===== src/rtl/prog_datapath_if.sv =====
// Program-memory and control bus for prog_datapath.
//   start       : resume pulse from the controller, honoured only while halted
//   instr_addr  : program counter driven to the external program memory (async read)
//   instr_data  : instruction word returned by the memory, {opcode[3:0], imm[WIDTH-1:0]}
//   halted      : high while the datapath sits in its halted state
// The master modport is the memory/controller side; the slave modport is the datapath.
interface prog_datapath_if #(
    parameter int unsigned WIDTH = 4,
    parameter int unsigned PC_W  = 4
);
    logic               start;
    logic [PC_W-1:0]    instr_addr;
    logic [WIDTH+3:0]   instr_data;
    logic               halted;

    modport master (
        output start,
        output instr_data,
        input  instr_addr,
        input  halted
    );

    modport slave (
        input  start,
        input  instr_data,
        output instr_addr,
        output halted
    );
endinterface


===== src/rtl/prog_datapath.sv =====
// Small programmable datapath: a two-cycle FETCH/EXEC machine with three WIDTH-bit
// registers (X, Y, Z), a 4-bit-opcode ALU and registered {v,c,z} flags.
// Ports:
//   clk, rst_n : clock (rising edge) and asynchronous active-low reset
//   bus        : program bus (start, instr_addr, instr_data, halted), slave side
//   out_x/y/z  : register contents
//   out_alu    : combinational ALU result for the opcode in IR (X for non-ALU opcodes)
//   flags      : registered {v, c, z}
//   opcode     : opcode field of IR
module prog_datapath #(
    parameter int unsigned WIDTH = 4,
    parameter int unsigned PC_W  = 4
) (
    input  logic               clk,
    input  logic               rst_n,
    prog_datapath_if.slave     bus,
    output logic [WIDTH-1:0]   out_x,
    output logic [WIDTH-1:0]   out_y,
    output logic [WIDTH-1:0]   out_z,
    output logic [WIDTH-1:0]   out_alu,
    output logic [2:0]         flags,
    output logic [3:0]         opcode
);

    localparam logic [3:0] OpNop  = 4'h0;
    localparam logic [3:0] OpLdx  = 4'h1;
    localparam logic [3:0] OpAdd  = 4'h2;
    localparam logic [3:0] OpSub  = 4'h3;
    localparam logic [3:0] OpAnd  = 4'h4;
    localparam logic [3:0] OpOr   = 4'h5;
    localparam logic [3:0] OpXor  = 4'h6;
    localparam logic [3:0] OpMvz  = 4'h7;
    localparam logic [3:0] OpClrx = 4'h8;
    localparam logic [3:0] OpClry = 4'h9;
    localparam logic [3:0] OpClrz = 4'hA;
    localparam logic [3:0] OpShry = 4'hB;
    localparam logic [3:0] OpJmp  = 4'hC;
    localparam logic [3:0] OpJz   = 4'hD;
    localparam logic [3:0] OpHalt = 4'hE;

    typedef enum logic [1:0] {
        StFetch,
        StExec,
        StHalted
    } state_e;

    state_e             state_q, state_d;
    logic [PC_W-1:0]    pc_q, pc_d;
    logic [WIDTH+3:0]   ir_q, ir_d;
    logic [WIDTH-1:0]   x_q, x_d;
    logic [WIDTH-1:0]   y_q, y_d;
    logic [WIDTH-1:0]   z_q, z_d;
    logic [2:0]         flags_q, flags_d;   // {v, c, z}

    logic [3:0]         op;
    logic [WIDTH-1:0]   imm;
    logic [PC_W-1:0]    jmp_tgt;
    logic [WIDTH:0]     sum;
    logic [WIDTH:0]     diff;
    logic [WIDTH-1:0]   alu_res;
    logic               alu_c;
    logic               alu_v;
    logic               alu_z;
    logic               alu_upd;

    assign op  = ir_q[WIDTH+3:WIDTH];
    assign imm = ir_q[WIDTH-1:0];

    // Jump target: truncate a wide immediate, zero-extend a narrow one.
    if (WIDTH >= PC_W) begin : g_tgt_trunc
        assign jmp_tgt = imm[PC_W-1:0];
    end else begin : g_tgt_zext
        assign jmp_tgt = {{(PC_W - WIDTH){1'b0}}, imm};
    end

    // One extra bit captures carry-out of the add and borrow of the subtract.
    assign sum  = {1'b0, x_q} + {1'b0, y_q};
    assign diff = {1'b0, x_q} - {1'b0, y_q};

    always_comb begin
        alu_res = x_q;
        alu_c   = 1'b0;
        alu_v   = 1'b0;
        alu_upd = 1'b0;
        case (op)
            OpAdd: begin
                alu_res = sum[WIDTH-1:0];
                alu_c   = sum[WIDTH];
                alu_v   = (x_q[WIDTH-1] == y_q[WIDTH-1]) && (sum[WIDTH-1] != x_q[WIDTH-1]);
                alu_upd = 1'b1;
            end
            OpSub: begin
                alu_res = diff[WIDTH-1:0];
                alu_c   = diff[WIDTH];
                alu_v   = (x_q[WIDTH-1] != y_q[WIDTH-1]) && (diff[WIDTH-1] != x_q[WIDTH-1]);
                alu_upd = 1'b1;
            end
            OpAnd: begin
                alu_res = x_q & y_q;
                alu_upd = 1'b1;
            end
            OpOr: begin
                alu_res = x_q | y_q;
                alu_upd = 1'b1;
            end
            OpXor: begin
                alu_res = x_q ^ y_q;
                alu_upd = 1'b1;
            end
            OpShry: begin
                alu_res = y_q >> 1;
                alu_c   = y_q[0];
                alu_upd = 1'b1;
            end
            default: ;
        endcase
    end

    assign alu_z = (alu_res == '0);

    always_comb begin
        state_d = state_q;
        pc_d    = pc_q;
        ir_d    = ir_q;
        x_d     = x_q;
        y_d     = y_q;
        z_d     = z_q;
        flags_d = flags_q;
        unique case (state_q)
            StFetch: begin
                ir_d    = bus.instr_data;
                state_d = StExec;
            end
            StExec: begin
                pc_d    = pc_q + PC_W'(1);
                state_d = StFetch;
                if (alu_upd) begin
                    y_d     = alu_res;
                    flags_d = {alu_v, alu_c, alu_z};
                end
                case (op)
                    OpNop:  ;
                    OpLdx:  x_d = imm;
                    OpMvz:  z_d = y_q;
                    OpClrx: x_d = '0;
                    OpClry: y_d = '0;
                    OpClrz: z_d = '0;
                    OpJmp:  pc_d = jmp_tgt;
                    // z as registered before this EXEC cycle
                    OpJz:   if (flags_q[0]) pc_d = jmp_tgt;
                    OpHalt: state_d = StHalted;
                    default: ;
                endcase
            end
            StHalted: begin
                if (bus.start) state_d = StFetch;
            end
            default: state_d = StFetch;
        endcase
    end

    always_ff @(posedge clk or negedge rst_n) begin
        if (!rst_n) begin
            state_q <= StFetch;
            pc_q    <= '0;
            ir_q    <= '0;
            x_q     <= '0;
            y_q     <= '0;
            z_q     <= '0;
            flags_q <= '0;
        end else begin
            state_q <= state_d;
            pc_q    <= pc_d;
            ir_q    <= ir_d;
            x_q     <= x_d;
            y_q     <= y_d;
            z_q     <= z_d;
            flags_q <= flags_d;
        end
    end

    assign bus.instr_addr = pc_q;
    assign bus.halted     = (state_q == StHalted);
    assign out_x          = x_q;
    assign out_y          = y_q;
    assign out_z          = z_q;
    assign out_alu        = alu_res;
    assign flags          = flags_q;
    assign opcode         = op;

endmodule


===== src/flat_wrapper.sv =====
// flat-port wrapper written by rule: the top's interface ports become plain ports
module prog_datapath_flat 
#(
    parameter int unsigned WIDTH = 4,
    parameter int unsigned PC_W  = 4
)
  (clk, rst_n, out_x, out_y, out_z, out_alu, flags, opcode, bus_start, bus_instr_data, bus_instr_addr, bus_halted);
  prog_datapath_if #(.WIDTH(WIDTH), .PC_W(PC_W)) bus_i ();
  input  logic clk;
  input  logic rst_n;
  output logic [WIDTH-1:0] out_x;
  output logic [WIDTH-1:0] out_y;
  output logic [WIDTH-1:0] out_z;
  output logic [WIDTH-1:0] out_alu;
  output logic [2:0] flags;
  output logic [3:0] opcode;
  input wire logic [$bits(bus_i.start)-1:0] bus_start;
  input wire logic [$bits(bus_i.instr_data)-1:0] bus_instr_data;
  output wire logic [$bits(bus_i.instr_addr)-1:0] bus_instr_addr;
  output wire logic [$bits(bus_i.halted)-1:0] bus_halted;
  assign bus_i.start = bus_start;
  assign bus_i.instr_data = bus_instr_data;
  assign bus_instr_addr = bus_i.instr_addr;
  assign bus_halted = bus_i.halted;
  prog_datapath #(.WIDTH(WIDTH), .PC_W(PC_W)) u_core (.clk(clk), .rst_n(rst_n), .bus(bus_i), .out_x(out_x), .out_y(out_y), .out_z(out_z), .out_alu(out_alu), .flags(flags), .opcode(opcode));
endmodule

===== config.mk =====
export PLATFORM = sky130hd
export DESIGN_NAME = prog_datapath_flat
export DESIGN_NICKNAME = d
export VERILOG_FILES = /design/src/rtl/prog_datapath_if.sv /design/src/rtl/prog_datapath.sv /design/src/flat_wrapper.sv
export SDC_FILE = /design/constraint.sdc
export NUM_CORES = 1
export LEC_CHECK = 0
export BUFFER_PORTS_ARGS = -buffer_cell sky130_fd_sc_hd__buf_2
export CAP_MARGIN = 20
export CORE_MARGIN = 3
export CORE_UTILIZATION = 45
export CTS_CLUSTER_DIAMETER = 30
export CTS_CLUSTER_SIZE = 40
export DETAILED_ROUTE_END_ITERATION = 6
export PLACE_DENSITY = 0.67
export SLEW_MARGIN = 30
export SYNTH_ARGS = -nofsm -noshare
export SYNTH_HDL_FRONTEND = slang
export SYNTH_SLANG_ARGS = --single-unit

===== constraint.sdc =====
create_clock -name clk -period 3.4 [get_ports clk]
set_input_delay 0.85 -clock clk [delete_from_list [all_inputs] [get_ports clk]]
set_output_delay 0.85 -clock clk [all_outputs]
set_load 0.005 [all_outputs]

After elaboration in Yosys (flattened, before gate mapping)
Index checks and enable logic that the tools add are counted.
{"block": "totals", "elab_cells": 59, "reg_bits": 29, "in_bits": 11, "out_inout_bits": 28}
{"block": "op_classes", "reduce_logical": 12, "eq_ne": 21, "add_sub_neg": 3, "n_bitwise": 3, "mux": 13}
{"cell": "$eq 4x4->1 const B", "count": 7}
{"cell": "$pmux 4 s2", "count": 3}
{"cell": "$pmux 4 s6", "count": 1}
{"cell": "$eq 4x3->1 const B", "count": 4}
{"cell": "$mux 4", "count": 3}
{"cell": "$eq 4x2->1 const B", "count": 2}
{"cell": "$reduce_and 2->1", "count": 4}
{"cell": "$pmux 2 s3", "count": 1}
{"cell": "$reduce_bool 2->1", "count": 3}
{"cell": "$reduce_or 6->1", "count": 1}
{"cell": "$add 4x4->5", "count": 1}
{"cell": "$sub 4x4->5", "count": 1}
{"cell": "$add 4x1->4 const B", "count": 1}
{"cell": "$and 4x4->4", "count": 1}
{"cell": "$eq 4x1->1 const B", "count": 1}
{"cell": "$logic_not 4->1", "count": 1}
{"cell": "$mux 2", "count": 2}
{"cell": "$or 4x4->4", "count": 1}
{"cell": "$xor 4x4->4", "count": 1}
{"cell": "$ne 1x1->1", "count": 3}
{"cell": "$pmux 1 s3", "count": 1}
{"cell": "$eq 2x1->1 const B", "count": 1}
{"cell": "$eq 2x2->1 const B", "count": 1}
{"cell": "$logic_and 1x1->1", "count": 2}
{"cell": "5 further kinds", "count": 5}

Longest topological paths before layout
{"block": "depth", "word_depth": 5, "depth_mapped": 9, "ltp_nobuf": 9}

Least setup slack after synthesis
No wires, ideal clock.
{"block": "synth_timing", "path_kind": "flip-flop to output port", "start": "register u_core.x_q[1], in the netlist u_core.out_x[1]", "end": "output port out_alu[3]", "required_time_ps": 2550, "path_buffers": 0, "path_stages_with_launch": 8, "path_slack_ps": 702, "arrival_ps": 1848, "path_cell_list": "dfrtp_1 -> inv_1 -> ha_1 -> a21o_1 -> a21oi_1 -> o31ai_1 -> or3_4 -> o21a_1"}
{"block": "synth_between", "elab_chain_len": 2, "elab_cells_between_ends": 3, "cone_classes": "add/sub (2); mux (1)"}
{"item": "from (decl)", "line": "prog_datapath.sv:50", "rtl": "logic [WIDTH-1:0] x_q, x_d;"}
{"item": "from (signal assigned)", "line": "prog_datapath.sv:167", "rtl": "x_q <= '0;"}
{"item": "from (signal assigned)", "line": "prog_datapath.sv:175", "rtl": "x_q <= x_d;"}
{"item": "$sub 4x4->5 / $add 4x4->5 (equally long branches)", "line": "prog_datapath.sv:78, prog_datapath.sv:77"}
{"item": "$pmux 4 s6 *", "line": "prog_datapath.sv:85", "rtl": "case (op)"}
{"item": "to (decl)", "line": "flat_wrapper.sv:14", "rtl": "output logic [WIDTH-1:0] out_alu;"}
Every way passes the cells marked *; elsewhere a longest branch is shown, timed or not.

Worst setup path after layout
Ends and elaborated chain as after synthesis.

==> flow_metrics.env <==
export IMPL_nets=285
export IMPL_cts_tree="done"
export IMPL_yosysMostFrequentCell="nand2_1"
export IMPL_numCtsBuffers=5
export IMPL_postSynthCellCount=223
export IMPL_dp_hpwl_um=3940
export IMPL_post_cts_buffers=0
export IMPL_async_flop_share_pct=100
export IMPL_irDropWorstVdd_uv=549
export IMPL_crit_required_ns=2.55
export IMPL_max_freq_mhz=314
export IMPL_slew_headroom_pct=53.0
export IMPL_drive_gt1_share_pct=24.3
export IMPL_grt_max_degree=30
export IMPL_core_mm2=0.00417
export IMPL_route_detailed_drc=0
export IMPL_die_area_mm2=0.00535
export IMPL_synth_area_top_cells="dfrtp_1 36%, ha_1 8.0%, nand2_1 5.7%"
export IMPL_synth_cell_type_count=51
export IMPL_grt_use_total_pct=22.4
export IMPL_slew_viol_final=0
export IMPL_clkLatencyLatePin_ns=0.28
export IMPL_die_h_um=73.1
export IMPL_htreeDepth=2
export IMPL_ioPinCount=39
export IMPL_arrival_ns=2.33
export IMPL_synthTopCellsByCount="31 x nand2_1, 29 x dfrtp_1, 21 x o21ai_0"
export IMPL_ctsHoldBuffers=0
export IMPL_routabilityCongestion=1.00
export IMPL_rsz0062_at_grt="false"
export IMPL_final_hold_violation_count=0
export IMPL_tns_ns=0
export IMPL_synthesis_nets=249
export IMPL_area_growth_syn_to_layout_pct=14.6
export IMPL_totalWireLength_um=5250
export IMPL_post_drt_via_cell_ratio=5.70
export IMPL_synth_main_ff_cell="dfrtp_1"
export IMPL_yosysTopAreaCell="dfrtp_1"
export IMPL_ys_seq_area_share_pct=35.8
export IMPL_whs_path_depth=2
export IMPL_p_per_area_mw_per_mm2=1130
export IMPL_antenna_found_initial=0
export IMPL_status="completed"
export IMPL_reg2reg_slack_ns=1.27
export IMPL_min_to="u_core.flags[2]"
export IMPL_setup_viol=0
export IMPL_antenna_left=0
export IMPL_start_util_pct=48.6
export IMPL_hold_class="reg2reg"
export IMPL_yosys_warnings=0
export IMPL_synth_avg_cell_area_um2=9.09
export IMPL_rows=23
export IMPL_clock_sinks=29
export IMPL_start_kind="flop"
export IMPL_tightest_slew_ns=0.703
export IMPL_dr_pass1_iters=4
export IMPL_ys_ff_latch=29
export IMPL_diodes=0
export IMPL_grt_pass1_wl_um=8950
export IMPL_fin_skew_ns=0.00472
export IMPL_worst_setup_path_end_kind="output pin"
export IMPL_synth_top_area_share_pct=35.8
export IMPL_reg2reg_to="u_core.out_y[3]"
export IMPL_gr_total_overflow=0
export IMPL_die_w_um=73.1
export IMPL_cts_root_buffer="clkbuf_8"
export IMPL_io_buffers=38
export IMPL_fin_util_pct=55.7
export IMPL_routedWlPerCell_um=17.0
export IMPL_finalCriticalPeriod_ns=3.18
export IMPL_critPathMaxFanout=7
export IMPL_rr_worst_depth=7
export IMPL_leakagePower_uw=0.00109
export IMPL_drv_cap=0
export IMPL_dr_first_iter_drc_count=92
export IMPL_clockBufferDepth=2
export IMPL_syn_area_mm2=0.00203
export IMPL_vias=1761
export IMPL_grt_pass1_vias=1691
export IMPL_clkTransAtPathRegs_ns=0.06
export IMPL_power_uw=2620
export IMPL_finalCritPeriodShare_pct=93.6
export IMPL_criticalPathCategory="reg2out"
export IMPL_r2r_start="u_core.out_x[1]"
export IMPL_worstHoldStart="u_core.flags[2]"
export IMPL_synth_edf_count=0
## state kept, by name (all words and copies together) (netlist names)
name                   cells
u_core.ir_q                8
u_core.bus.instr_addr      4
u_core.out_x               4
u_core.out_y               4
u_core.out_z               4
u_core.flags               3
u_core.state_q             2
## through the flow
stage	instances	hold slack [ns]	area, um^2	worst slack, ns
after floorplan	223	0.472	2030	0.702
after global placement	302	0.468	2230	0.415
after detailed placement	302	0.487	2230	0.331
after CTS	309	0.500	2310	0.0739
after global routing	309	0.514	2320	0.0344
final	309	0.498	2320	0.216
## worst max-delay path by stage
stage               startpoint         end
2_1_floorplan  u_core.out_x[1]  out_alu[3]
3_3_place_gp   u_core.out_y[0]  out_alu[2]
3_5_place_dp   u_core.out_y[0]  out_alu[2]
4_1_cts        u_core.out_y[0]  out_alu[2]
5_1_grt        u_core.out_x[2]  out_alu[3]
6_report       u_core.out_x[1]  out_alu[3]
## report_power, final
group / internal, uW / leakage, uW / switching [uW]
Combinational: 713 / 0.000686 / 883
Clock: 160 / 0.0000443 / 129
Sequential: 508 / 0.000359 / 227
## cells by family after synthesis
kind of cell             share of synthesized area (%)
AO/OA/AOI/OAI                                     22.2
XOR/XNOR                                          1.30
adder cells (fa/ha/maj)                           10.0
buffers and inverters                             6.54
flip-flops                                        35.8
multiplexers                                      6.60
AND/OR/NAND/NOR                                   17.6
## final cells by class
cell class              count  area (um^2)
clock buffers               7         86.3
fillers                   377         1850
inverters                  15         56.3
multi-input cells         167         1180
flip-flops and latches     29          728
well taps                  50         62.6
repair buffers             41          213
## critical path, stage by stage (launching register included)
cell and delay [ns]:
dfrtp_2 0.44, inv_1 0.10, ha_1 0.35, a21o_1 0.17, a21oi_1 0.23, o31ai_1 0.11
or3_4 0.40, o21a_1 0.12, buf_2 0.12
## per-layer routing
metal	routed length [um]	GRT usage, %	vias up	part of all wire, %
li1	-	-	862	-
met3	349	5.51	9	6.7
met4	131	9.43	0	2.5
met2	2430	32.4	54	46
met1	2340	31.6	836	45
met5	0	0	-	0
## layout by cell type (no fill, tap or decap), drive strengths merged, types with 7 or more instances in the layout
| cell type | n |
|---|---|
| nor2b | 8 |
| dfrtp | 29 |
| nand2 | 31 |
| o21ai | 22 |
| o31ai | 7 |
| nor2 | 9 |
| nand2b | 8 |
| ha | 13 |
| clkbuf | 7 |
| buf | 41 |
| inv | 15 |
## what timing repair did
item / 4_1_cts / 5_1_grt
resized for setup: 1 / 4
endpoints found under the setup margin: 1 / 2
pin swaps: 0 / 1
Power figures use the tool's default switching activity.
